--- config.mk ---
export PLATFORM = sky130hd
export DESIGN_NAME = req_ack_initiator
export DESIGN_NICKNAME = d
export VERILOG_FILES = /design/src/rtl/req_ack_initiator.sv
export SDC_FILE = /design/constraint.sdc
export NUM_CORES = 1
export LEC_CHECK = 0
export BUFFER_PORTS_ARGS = -buffer_cell sky130_fd_sc_hd__clkbuf_2
export CAP_MARGIN = 20
export CORE_MARGIN = 2
export CORE_UTILIZATION = 61
export CTS_BUF_LIST = sky130_fd_sc_hd__clkbuf_8 sky130_fd_sc_hd__clkbuf_16
export CTS_CLUSTER_SIZE = 10
export DETAILED_ROUTE_END_ITERATION = 6
export PLACE_DENSITY = 0.81
export SYNTH_ARGS = -nofsm -noshare
export SYNTH_HDL_FRONTEND = slang
export SYNTH_SLANG_ARGS = --single-unit
--- constraint.sdc ---
create_clock -name clk -period 5.45 [get_ports clk]
set_input_delay 0.545 -clock clk [delete_from_list [all_inputs] [get_ports clk]]
set_output_delay 0.545 -clock clk [all_outputs]
set_load 0.03 [all_outputs]
--- src/rtl/req_ack_initiator.sv ---
// Upstream initiator: buffers valid/ready commands in a small FIFO and issues each one
// to a responder as a four-phase req/ack handshake with latency, count and timeout reporting.
module req_ack_initiator #(
    parameter int DW      = 8,
    parameter int DEPTH   = 4,
    parameter int TIMEOUT = 16,
    parameter int LW      = 8
) (
    input  logic          clk,
    input  logic          reset,
    input  logic          cmd_valid,
    input  logic [DW-1:0] cmd_data,
    output logic          cmd_ready,
    output logic          req,
    output logic [DW-1:0] req_data,
    input  logic          ack,
    output logic          busy,
    output logic          timeout,
    output logic [LW-1:0] last_latency,
    output logic [15:0]   done_count
);
    localparam int AW = $clog2(DEPTH);

    typedef enum logic [1:0] {IDLE, REQ, RELEASE} state_t;

    state_t        state, state_d;
    logic [DW-1:0] mem [DEPTH];
    logic [AW-1:0] wr_ptr, rd_ptr;
    logic [AW:0]   count;
    logic          push, pop;
    logic          xfer_ok, abort;
    logic          req_d;
    logic [DW-1:0] req_data_d;
    logic [LW-1:0] cnt, cnt_d;

    assign cmd_ready = (count != (AW+1)'(DEPTH));
    assign push      = cmd_valid && cmd_ready;
    assign busy      = (state != IDLE) || (count != '0);

    // Payload storage carries no reset; only pointers and count define validity.
    always_ff @(posedge clk) begin
        if (push) begin
            mem[wr_ptr] <= cmd_data;
        end
    end

    always_ff @(posedge clk or posedge reset) begin
        if (reset) begin
            wr_ptr <= '0;
            rd_ptr <= '0;
            count  <= '0;
        end else begin
            if (push) wr_ptr <= wr_ptr + AW'(1);
            if (pop)  rd_ptr <= rd_ptr + AW'(1);
            case ({push, pop})
                2'b10:   count <= count + (AW+1)'(1);
                2'b01:   count <= count - (AW+1)'(1);
                default: count <= count;
            endcase
        end
    end

    // Handshake sequencing. The ack guard on the IDLE pop keeps req from rising
    // while the responder still drives ack high (e.g. straight out of reset).
    always_comb begin
        state_d    = state;
        req_d      = req;
        req_data_d = req_data;
        cnt_d      = cnt;
        pop        = 1'b0;
        xfer_ok    = 1'b0;
        abort      = 1'b0;
        case (state)
            IDLE: begin
                if ((count != '0) && !ack) begin
                    pop        = 1'b1;
                    req_d      = 1'b1;
                    req_data_d = mem[rd_ptr];
                    cnt_d      = LW'(1);
                    state_d    = REQ;
                end
            end
            REQ: begin
                if (ack) begin
                    req_d   = 1'b0;
                    xfer_ok = 1'b1;
                    state_d = RELEASE;
                end else if (cnt == LW'(TIMEOUT)) begin
                    req_d   = 1'b0;
                    abort   = 1'b1;
                    state_d = RELEASE;
                end else begin
                    cnt_d = cnt + LW'(1);
                end
            end
            RELEASE: begin
                if (!ack) begin
                    state_d = IDLE;
                end
            end
            default: state_d = IDLE;
        endcase
    end

    always_ff @(posedge clk or posedge reset) begin
        if (reset) begin
            state    <= IDLE;
            req      <= 1'b0;
            req_data <= '0;
            cnt      <= '0;
            timeout  <= 1'b0;
        end else begin
            state    <= state_d;
            req      <= req_d;
            req_data <= req_data_d;
            cnt      <= cnt_d;
            timeout  <= abort;
        end
    end

    // Status registers only move on a completed transfer; aborts leave them untouched.
    always_ff @(posedge clk or posedge reset) begin
        if (reset) begin
            last_latency <= '0;
            done_count   <= '0;
        end else if (xfer_ok) begin
            last_latency <= cnt;
            done_count   <= done_count + 16'd1;
        end
    end

endmodule
Yosys cells after proc, flatten, opt, wreduce, memory -nomap -nowiden
Memories as Yosys holds them, arrays and structs flattened. A register that Yosys moved wholly into a read port is not among the register bits.
Index checks and enable logic that the tools add are counted.

word-level totals
  register bits = 43
  RAM bits = 32
  input bits = 12
  output and inout bits = 36
  logic and storage cells = 63
  memories kept = 1

operators by class
  add/sub/neg operators = 6
  equal/unequal tests = 11
  mux-type cells = 23
  reduce and logical (&&, ||, !) cells = 13

memories
  name  words  width  read ports  clocked after Yosys merged registers in  wr ports  RTL line  RTL
  mem   4      8      1           1                                        1         27        logic [DW-1:0] mem [DEPTH];

operator list
  cell                                                                count
  8-bit 2-to-1 mux                                                    3
  16-bit by 1-bit adder with 16-bit output, second input constant     1
  8-bit case mux with 2 select lines                                  1
  1-bit 2-to-1 mux                                                    12
  8-bit by 1-bit adder with 8-bit output, second input constant       1
  8-bit by 5-bit == test with 1-bit output, second input constant     1
  2-bit 2-to-1 mux                                                    4
  2-bit inequality test, second input constant                        4
  3-bit inequality test, second input constant                        2
  2-bit case mux with 3 select lines                                  1
  3-bit case mux with 2 select lines                                  1
  3-bit AND reduction                                                 2
  2-bit nonzero test                                                  3
  2-bit by 1-bit adder with 2-bit output, second input constant       2
  2-bit by 1-bit == test with 1-bit output, second input constant     2
  2-bit == test, second input constant                                2
  4-bit AND reduction                                                 1
  3-bit by 1-bit adder with 3-bit output, second input constant       1
  3-bit nonzero test                                                  1
  3-bit by 1-bit subtractor with 3-bit output, second input constant  1
  1-bit logical AND                                                   2
  2-bit zero test                                                     1
  1-bit case mux with 2 select lines                                  1
  2-bit AND reduction                                                 1
  2 further kinds                                                     2

Depth between registers and ports, before layout
Gate-level depths: netlist (run 1).

  depth in word-level cells = 6
  mapped depth = 10
  depth with buffers taken out = 9

Worst setup path before layout (run 1)
OpenSTA, ideal clock, no wires.

  path type = in2reg
  from = input port ack
  to = register count[2]
  setup time = 0.079 ns
  data arrival time = 2.364 ns
  required time = 5.371 ns
  slack = 3.006 ns
  stages = 10
  path buffers = 2
  path through = buf_6 > or4_4 > inv_2 > buf_4 > ha_1 > inv_1 > fa_1 > xor2_1 > nor2_1 > xor2_1

between the ends
  longest elaborated chain between the ends = 6
  elaborated cells on any way between the ends = 8
  those cells by class = eq/ne (2); mux (3); reduce/logical (3)

ends and longest elaborated chain
  element                                                                           RTL line  RTL
  start, declared                                                                   16        input logic ack,
  1-bit zero test *                                                                 --
  1-bit logical AND *                                                               75        if ((count != '0) && !ack) begin
  1-bit 2-to-1 mux *                                                                75
  1-bit 2-to-1 mux *                                                                73        case (state)
  named net pop                                                                     30        logic push, pop;
  2-bit by 1-bit == test with 1-bit output / 2-bit == test (equally long branches)  55        case ({push, pop})
  3-bit case mux with 2 select lines / 2-bit nonzero test (equally long branches)   --
  end signal, assigned                                                              56        2'b10: count <= count + (AW+1)'(1);
  end signal, assigned                                                              57        2'b01: count <= count - (AW+1)'(1);
  end signal, assigned                                                              58        default: count <= count;
  end, declared                                                                     29        logic [AW:0] count;

The timed path passes the listed nets; every way through them passes the cells marked *.
A chain may end at the register's enable or synchronous reset.

Worst setup path after layout (run 1)
  from = register state[1]
  to = register count[2]

between the ends
  longest elaborated chain between the ends = 4
  elaborated cells on any way between the ends = 6
  those cells by class = eq/ne (2); mux (2); reduce/logical (2)

ends and longest elaborated chain
  element                                                                           RTL line  RTL
  start, declared                                                                   26        state_t state, state_d;
  start signal, assigned                                                            113       state <= state_d;
  2-bit zero test *                                                                 73
  1-bit 2-to-1 mux *                                                                73
  2-bit by 1-bit == test with 1-bit output / 2-bit == test (equally long branches)  55
  3-bit case mux with 2 select lines / 2-bit nonzero test (equally long branches)   --

Every way passes the cells marked *; elsewhere a longest branch is shown, timed or not.

==> results of run 1 <==
report_power, final:
part | switching, uW | internal, uW | leakage (uW)
logic | 413 | 258 | 0.000752
clock network | 215 | 210 | 0.0000966
registers | 142 | 812 | 0.000956
metrics by stage:
stage,instances,cell area (sq um),util (%)
2_1_floorplan,257,3520,-
3_3_place_gp,368,3800,68.5
3_5_place_dp,368,3800,68.5
4_1_cts,384,3990,72.0
5_1_grt,385,4010,72.4
6_report,385,4010,72.4
cells in the final DEF, fill, tap and decap left out, types with 3 or more instances in the layout:
cell type and instances:
mux2_2 6, clkbuf_8 9, inv_1 10, dfrtp_1 51, clkbuf_2 47, nor2_1 8
nand4_1 6, mux4_2 8, xor2_1 5, edfxtp_1 32, nand2_1 41, ha_1 8
nand3_1 11, xnor2_1 16, nor3_1 3, o21ai_0 5, and3_1 6, and4_1 3
logic make-up after synthesis:
family	share of synthesized area, %
DFF	63.5
AOI/OAI and AO/OA	3.80
buffers and inverters	2.66
and+or+nand+nor	13.8
adders and majority gates	3.41
muxes	7.60
xor gates and xnor gates	5.22
area by class of cell:
| cell class | count | area share (%) |
|---|---|---|
| Clock buffer | 9 | 3.09 |
| Clock inverter | 7 | 1.72 |
| Inverter | 12 | 1.12 |
| Multi-Input combinational cell | 154 | 29.7 |
| Sequential cell | 83 | 55.8 |
| Tap cell | 72 | 2.25 |
| Timing Repair Buffer | 48 | 6.37 |
path summary, 6_finish.rpt:
path                                              endpoint  slack [ns]
worst max-delay path                  count[2]$_DFFE_PP0P_        2.98
worst min-delay path             done_count[7]$_DFFE_PP0P_        0.08
max in group asynchronous          req_data[3]$_DFFE_PP0P_        4.89
worst min register to register  done_count[15]$_DFFE_PP0P_        0.48
min in group clk                       mem[2][2]$_DFFE_PP_        0.41
worst max register to register        count[2]$_DFFE_PP0P_        2.98
metal layers:
layer,vias to the layer above,share of wire [%],GRT usage (%)
met3,8,3.7,3.85
met1,1046,45,25.5
met4,0,1.7,9.83
met2,47,50,34.5
met5,-,0,0
li1,1022,-,-
worst max-delay path: cells and delay by family, from the launching register on:
kind / cells / cell delay (ns)
xor gates and xnor gates: 2 / 0.30
DFF: 1 / 0.43
adders and majority gates: 2 / 0.60
and+or+nand+nor: 2 / 0.76
buffers and inverters: 2 / 0.32
sequential cells by signal (all words and copies together), names as in the netlist, 2 cells and up:
signal        count
mem              32
done_count       16
cnt               8
last_latency      8
req_data          8
count             3
rd_ptr            2
state             2
wr_ptr            2
==> summary.txt, run 1 <==
Timing
  – Final Skew: 0.00872 ns
  – Fmax: 404 MHz
  – Final setup vio count: 0
  – Setup TNS Final: 0 ns
  – Setup ws final: 2.98 ns
  – Final slew viol count: 0
  – Rel. slew slack: 58.8%
  – Final hold vios: 0
  – Final min period: 2.47 ns
  – Final period util: 45.4%
  – RSZ-0062 raised after global routing: no
  – Worst hold slack: 0.0762 ns
  – Worst-margin pin slew: 0.617 ns

Final layout
  – Multi-input gate area: 1190 sq um
  – Final nets: 329
  – Fill cells: 367
  – Share of layout cells above drive strength 1: 27.5%
  – Area growth syn-to-layout: 13.9%
  – # diodes: 0
  – FF+latch area: 2240 sq um

Drt
  – Routed len/inst: 15.2 um
  – Final ANT Viol Nets: 0
  – Vias: 2,123
  – First-pass detailed-route iteration total: 4
  – Number of vias per cell: 5.51
  – DR iter-0 viols: 96
  – Final wirelength: 5850 um
  – Drt drc: 0

GRT
  – GRT overflow: 0
  – Antenna violations before repair: 0
  – First-pass GRT wire length: 9740 um
  – Vias in the first global route: 2,097
  – Largest net degree at the start of global routing: 52
  – GRT Util Overall: 20.5%

Power
  – Final Total Pwr: 2050 uW
  – Worst VDD drop: 0.000311 V
  – P per Cell Area: 511 nW/um^2
  – Leakage power: 0.00180 uW

Synth
  – Post-synthesis average cell area: 13.7 sq um
  – Cell area after synthesis: 3520 sq um
  – Yosys top cell area share: 36.2%
  – Synth top cells by count: dfrtp_1 (51), nand2_1 (41), edfxtp_1 (32)
  – Asr flop ratio synth: 61.4%
  – Mapped Cells: 257
  – #FFs+latches synth: 83
  – Distinct cells, synth: 44
  – Synthesis Warnings: 0
  – Most numerous cell in the Yosys netlist: dfrtp_1
  – Synth Flop Type: dfrtp_1
  – Syn Nets: 278
  – Yosys top cell by area: dfrtp_1
  – Register area share after synthesis: 63.5%
  – Dominant cells by area after synthesis: dfrtp_1 (36%), edfxtp_1 (27%), mux4_2 (5.1%)
  – Post-synth EDFFs: 32

Place
  – Post-DP HPWL: 4050 um
  – DP Worst Slack: 2.70 ns
  – Port Buffers: 47
  – Final Wtd Congestion: 0.743

Worst setup path
  – Reg2reg path depth: 8
  – Crit path cell chain: or4_4, inv_2, ha_1, inv_1, fa_1, xor2_1, nor2_1, xor2_1
  – Crit Path Max Fanout: 15
  – Crit. End Element: flop
  – Critical path origin: state[1]$_DFFE_PP0P_
  – R2R Path Start: state[1]$_DFFE_PP0P_
  – Crit path top cell by count: xor2_1
  – Peak per-stage delay on the critical path: 0.66 ns
  – Worst setup SP type: flop
  – Worst Path Required: 5.72 ns
  – Critical Path AT: 2.75 ns
  – Critical Setup Path Class: reg2reg
  – Slowest cell on crit path: or4_4

Clocking
  – CTS Sinks: 83
  – CTS tree: done
  – H-tree depth: 3
  – Clock buffer depth: 2
  – Clk root buf: clkbuf_8
  – Hold buffer count at cts: 0
  – Post-CTS sizing: 0
  – Post-CTS setup buffers: 0
  – Clk pin slew, worst setup/hold paths: 0.08 ns
  – Number of CTS-inserted buffers: 9
  – Clock latency on the worst-skew pair: 0.35 ns

Floorplanning
  – Die Area: 6400 sq um
  – Cell row count: 27
  – Die Width: 80.0 um
  – Core footprint: 5540 sq um
  – DIE HEIGHT: 80.0 um
  – I/O pin count: 48
  – Starting Density: 63.6%

Hold path
  – HP Class: in2async

Status
  – Status: completed

Run
  – Max cap viols: 0
Note: power is estimated with default switching activity, not from simulation.
==> run 2, diff against run 1 <==
- ABC_AREA: unset -> 1
- CORE_UTILIZATION: 61 -> 52
- PLACE_DENSITY: 0.81 -> 0.73
- clock period: 5.45 -> 2.11 ns (I/O delays scaled with it)
==> run 2 against run 1 <==
Effect of this change: clock skew down 0.0012 ns; routed wire length up 12%; die area up 23%; total power rose to 2.7 times the previous value; register-to-register slack worse by 2.8 ns; count of clock-buffer cells in the layout unchanged; combinational power rose to 2.7 times the previous value; critical path type unchanged; sequential cell count unchanged.
==> summary.txt, run 2 <==
Status
  – Status: completed

Synth
  – Synth Flop Type: dfrtp_1
  – Dominant cells by area after synthesis: dfrtp_1 (34%), edfxtp_1 (26%), nand2_1 (9.4%)
  – Synth top cells by count: nand2_1 (94), dfrtp_1 (51), inv_1 (34), nor2_1 (34), edfxtp_1 (32)
  – Compound-gate portion of the synthesized area: 6.23% (+2.4 points)
  – Yosys top cell by area: dfrtp_1
  – Multiplexer share of the synthesized area: 0% (-7.6 points)
  – Asr flop ratio synth: 61.4% (unchanged)
  – Distinct cells, synth: 29 (-34%)
  – Post-synth EDFFs: 32 (unchanged)
  – Yosys top cell area share: 34.2% (-2.1 points)
  – Adder-cell share of the synthesized area: 3.22% (-0.20 points)
  – Largest family of logic cells by synthesized area: simple AND/OR/NAND/NOR gates
  – Mapped Cells: 371 (+44%)
  – Register area share after synthesis: 59.9% (-3.7 points)
  – Post-synthesis simple-gate area fraction: 20.8% (+7.0 points)
  – #FFs+latches synth: 83 (unchanged)
  – Post-synthesis average cell area: 10.1 sq um (-26%)
  – Synthesis Warnings: 0 (unchanged)
  – Synth Area in XOR/XNOR: 3.99% (-1.2 points)
  – Syn Nets: 392 (+41%)
  – Cell area after synthesis: 3740 sq um (+6.1%)
  – Most numerous cell in the Yosys netlist: nand2_1

Worst setup path
  – Peak per-stage delay on the critical path: 0.39 ns (-0.27 ns)
  – Critical Path AT: 2.18 ns (-0.57 ns)
  – Critical Setup Path Class: reg2reg
  – Crit path buf inv count: 2 (unchanged)
  – Reg2reg path depth: 9 (+1)
  – Worst setup SP type: flop
  – Critical Path Stages: 9 (+1)
  – Crit path top cell by count: inv_1
  – Reg2reg end: count[2]$_DFFE_PP0P_
  – Worst Path Required: 2.34 ns (-3.38 ns)
  – R2R Path Start: count[1]$_DFFE_PP0P_
  – Crit. End Element: flop
  – Crit Path Max Fanout: 8 (-7)
  – Crit path cell chain: inv_1, nand3_2, nand2_4, ha_1, inv_1, fa_1, a21oi_1, o21ai_0, xor2_1
  – CP top delay family: adder cells
  – Slowest cell on crit path: fa_1
  – FF-to-FF setup slack: 0.15 ns (-2.82 ns)

Final layout
  – Finished Layout Cells: 529 (+37%)
  – Register bank with the most flops: mem
  – Share of layout cells above drive strength 1: 21.7% (-5.8 points)
  – FF+latch area: 2240 sq um (unchanged)
  – Commonest non-fill, non-tap cell in the layout: nand2_1
  – Most frequent cells in the layout: nand2_1 (93), dfrtp_1 (51), clkbuf_2 (47)
  – Fill cells: 580 (+58%)
  – # diodes: 0 (unchanged)
  – Max reg flops: 32 (unchanged)
  – Area growth syn-to-layout: 15.8%
  – Top flop regs: mem: 32 flops, done_count: 16 flops
  – Multi-input gate area: 1290 sq um (+8.6%)
  – Final nets: 449 (+36%)

Place
  – Post-DP HPWL: 4510 um (+11%)
  – Final Wtd Congestion: 0.805 (+8.3%)
  – Port Buffers: 47 (unchanged)
  – Placed cell count: 512 (+39%)

GRT
  – GRT met3 Usage: 3.64% (-0.21 points)
  – First-pass GRT wire length: 11,200 um (+15%)
  – Met2 global-route usage: 29.7% (-4.8 points)
  – Met1 usage in global routing: 23.7% (-1.7 points)
  – Largest net degree at the start of global routing: 28 (-46%)
  – Antenna violations before repair: 0 (unchanged)
  – GRT Util Overall: 18.5% (-1.9 points)
  – GRT overflow: 0 (unchanged)
  – Vias in the first global route: 2,454 (+17%)
  – Top Usage Layer GRT: met2

Timing
  – Setup TNS Final: 0 ns (unchanged)
  – Final Skew: 0.00754 ns (-0.00118 ns)
  – Fmax: 511 MHz (+26%)
  – Worst-margin pin slew: 0.564 ns (-0.0532 ns)
  – Final hold vios: 0 (unchanged)
  – Rel. slew slack: 62.4% (+3.5 points)
  – Final period util: 92.8% (+47 points)
  – Final slew viol count: 0 (unchanged)
  – Final setup vio count: 0 (unchanged)
  – RSZ-0062 raised after global routing: no
  – Final min period: 1.96 ns (-0.516 ns)

Power
  – Leakage power: 0.00205 uW (+14%)
  – Reg power frac: 43.5% (-3.0 points)
  – Worst VDD drop: 0.000673 V (+120%)
  – NetSw: 2130 uW (+180%)
  – Clock Power Share: 23.6% (+2.9 points)
  – Combinational Power Share: 32.9% (+0.2 points)
  – Pint: 3360 uW (+160%)
  – P per Cell Area: 1270 nW/um^2 (+150%)
  – Sw Share: 38.8% (+1.3 points)

Clocking
  – CTS tree: done
  – Clk pin slew, worst setup/hold paths: 0.09 ns (about the same)
  – Number of CTS-inserted buffers: 9 (unchanged)
  – CTS Sinks: 83 (unchanged)
  – Clock latency on the worst-skew pair: 0.35 ns (about the same)
  – Clk root buf: clkbuf_8
  – Clock buffer depth: 2 (unchanged)
  – H-tree depth: 3 (unchanged)

Floorplanning
  – Die Area: 7880 sq um (+23%)
  – Core footprint: 6870 sq um (+24%)
  – Starting Density: 54.4% (-9.2 points)
  – Cell row count: 30 (+11%)
  – I/O pin count: 48 (unchanged)
  – Die Width: 88.8 um (+11%)
  – DIE HEIGHT: 88.8 um (+11%)

Hold path
  – Hold Path End: mem[0][5]$_DFFE_PP_
  – HP Class: in2reg
  – Hold Crit Start: cmd_data[5]
  – Hold depth: 1

Drt
  – Final ANT Viol Nets: 0 (unchanged)
  – Final wirelength: 6570 um (+12%)
  – Routed len/inst: 12.4 um (-18%)
  – DR iter-0 viols: 131 (+36%)
  – Vias: 2,603 (+23%)
  – Drt drc: 0 (unchanged)
  – First-pass detailed-route iteration total: 4 (unchanged)
  – Number of vias per cell: 4.92 (-11%)

Run
  – Max cap viols: 0 (unchanged)
## run 2: cell count changes after synthesis, sizes merged, moves of 11 or more
cell | before | now
inv | 12 | 38
nand2 | 41 | 96
nand3 | 11 | 24
nor2 | 8 | 40
o21ai | 5 | 28
xnor2 | 16 | 5
## run 2: how the worst max path moves through the flow
stage / slack [ns] / from / to
floorplan: 0.1 / state[0]$_DFFE_PP0P_ / count[2]$_DFFE_PP0P_
global placement: 0.25 / count[0]$_DFFE_PP0P_ / count[2]$_DFFE_PP0P_
detailed placement: 0.14 / count[0]$_DFFE_PP0P_ / count[2]$_DFFE_PP0P_
CTS: 0.10 / count[0]$_DFFE_PP0P_ / count[2]$_DFFE_PP0P_
global route: 0.02 / count[1]$_DFFE_PP0P_ / count[2]$_DFFE_PP0P_
finish: 0.15 / count[1]$_DFFE_PP0P_ / count[2]$_DFFE_PP0P_
## run 2: repair_timing
item | in CTS | in global routing
setup endpoints to repair | 0 | 1
setup buffers | 0 | 0
hold buffers | 1 | 0
hold endpoints to repair | 25 | 0
gates resized for setup | 0 | 3
## run 2: through the flow
step                      hold WS, ns  area, sq um  setup slack, ns  util, %  power (uW)
after floorplan                 0.284         3740           0.0972        -        3740
after global placement          0.277         4080            0.251     59.4        4150
after detailed placement        0.270         4080            0.142     59.4        4210
after CTS                      0.0652         4320            0.104     62.9        5530
after global routing           0.0696         4330           0.0235     63.0        5870
final                          0.0733         4330            0.153     63.0        5490
## run 2: power by group through the flow
stage | sequential (uW) | combinational [uW] | clock [uW]
after global routing | 2440 | 2040 | 1390
after detailed placement | 2410 | 1790 | 0
final | 2390 | 1810 | 1290
after CTS | 2390 | 1830 | 1320
after floorplan | 2570 | 1170 | 0
after global placement | 2400 | 1750 | 0
## run 2: final cells by class
type / count / share of cell area [%]
Sequential cell: 83 / 51.7
Clock inverter: 7 / 2.46
Inverter: 38 / 3.30
Clock buffer: 9 / 2.86
Multi-Input combinational cell: 240 / 29.9
Tap cell: 96 / 2.78
Timing Repair Buffer: 56 / 7.05
## run 2: cells by family (layout without fill, tap and decap cells)
| family | count (synthesis) | after routing |
|---|---|---|
| AOI/OAI and AO/OA | 40 | 40 |
| xor gates and xnor gates | 17 | 17 |
| adders and majority gates | 9 | 9 |
| DFF | 83 | 83 |
| and+or+nand+nor | 174 | 174 |
| buffers and inverters | 48 | 110 |
## run 2: worst register-to-register path, stage by stage (launching register included)
cell and delay (ns):
dfrtp_1 0.38, inv_1 0.14, nand3_2 0.12, nand2_4 0.12, ha_1 0.15, inv_1 0.06
fa_1 0.39, a21oi_1 0.15, o21ai_0 0.14, xor2_1 0.17
## run 2: routing by layer
layer  vias to the layer above  part of all wire, %
li1                       1318                    -
met5                         -                    0
met1                      1226                   47
met3                        15                  3.5
met4                         0                  2.1
met2                        44                   48
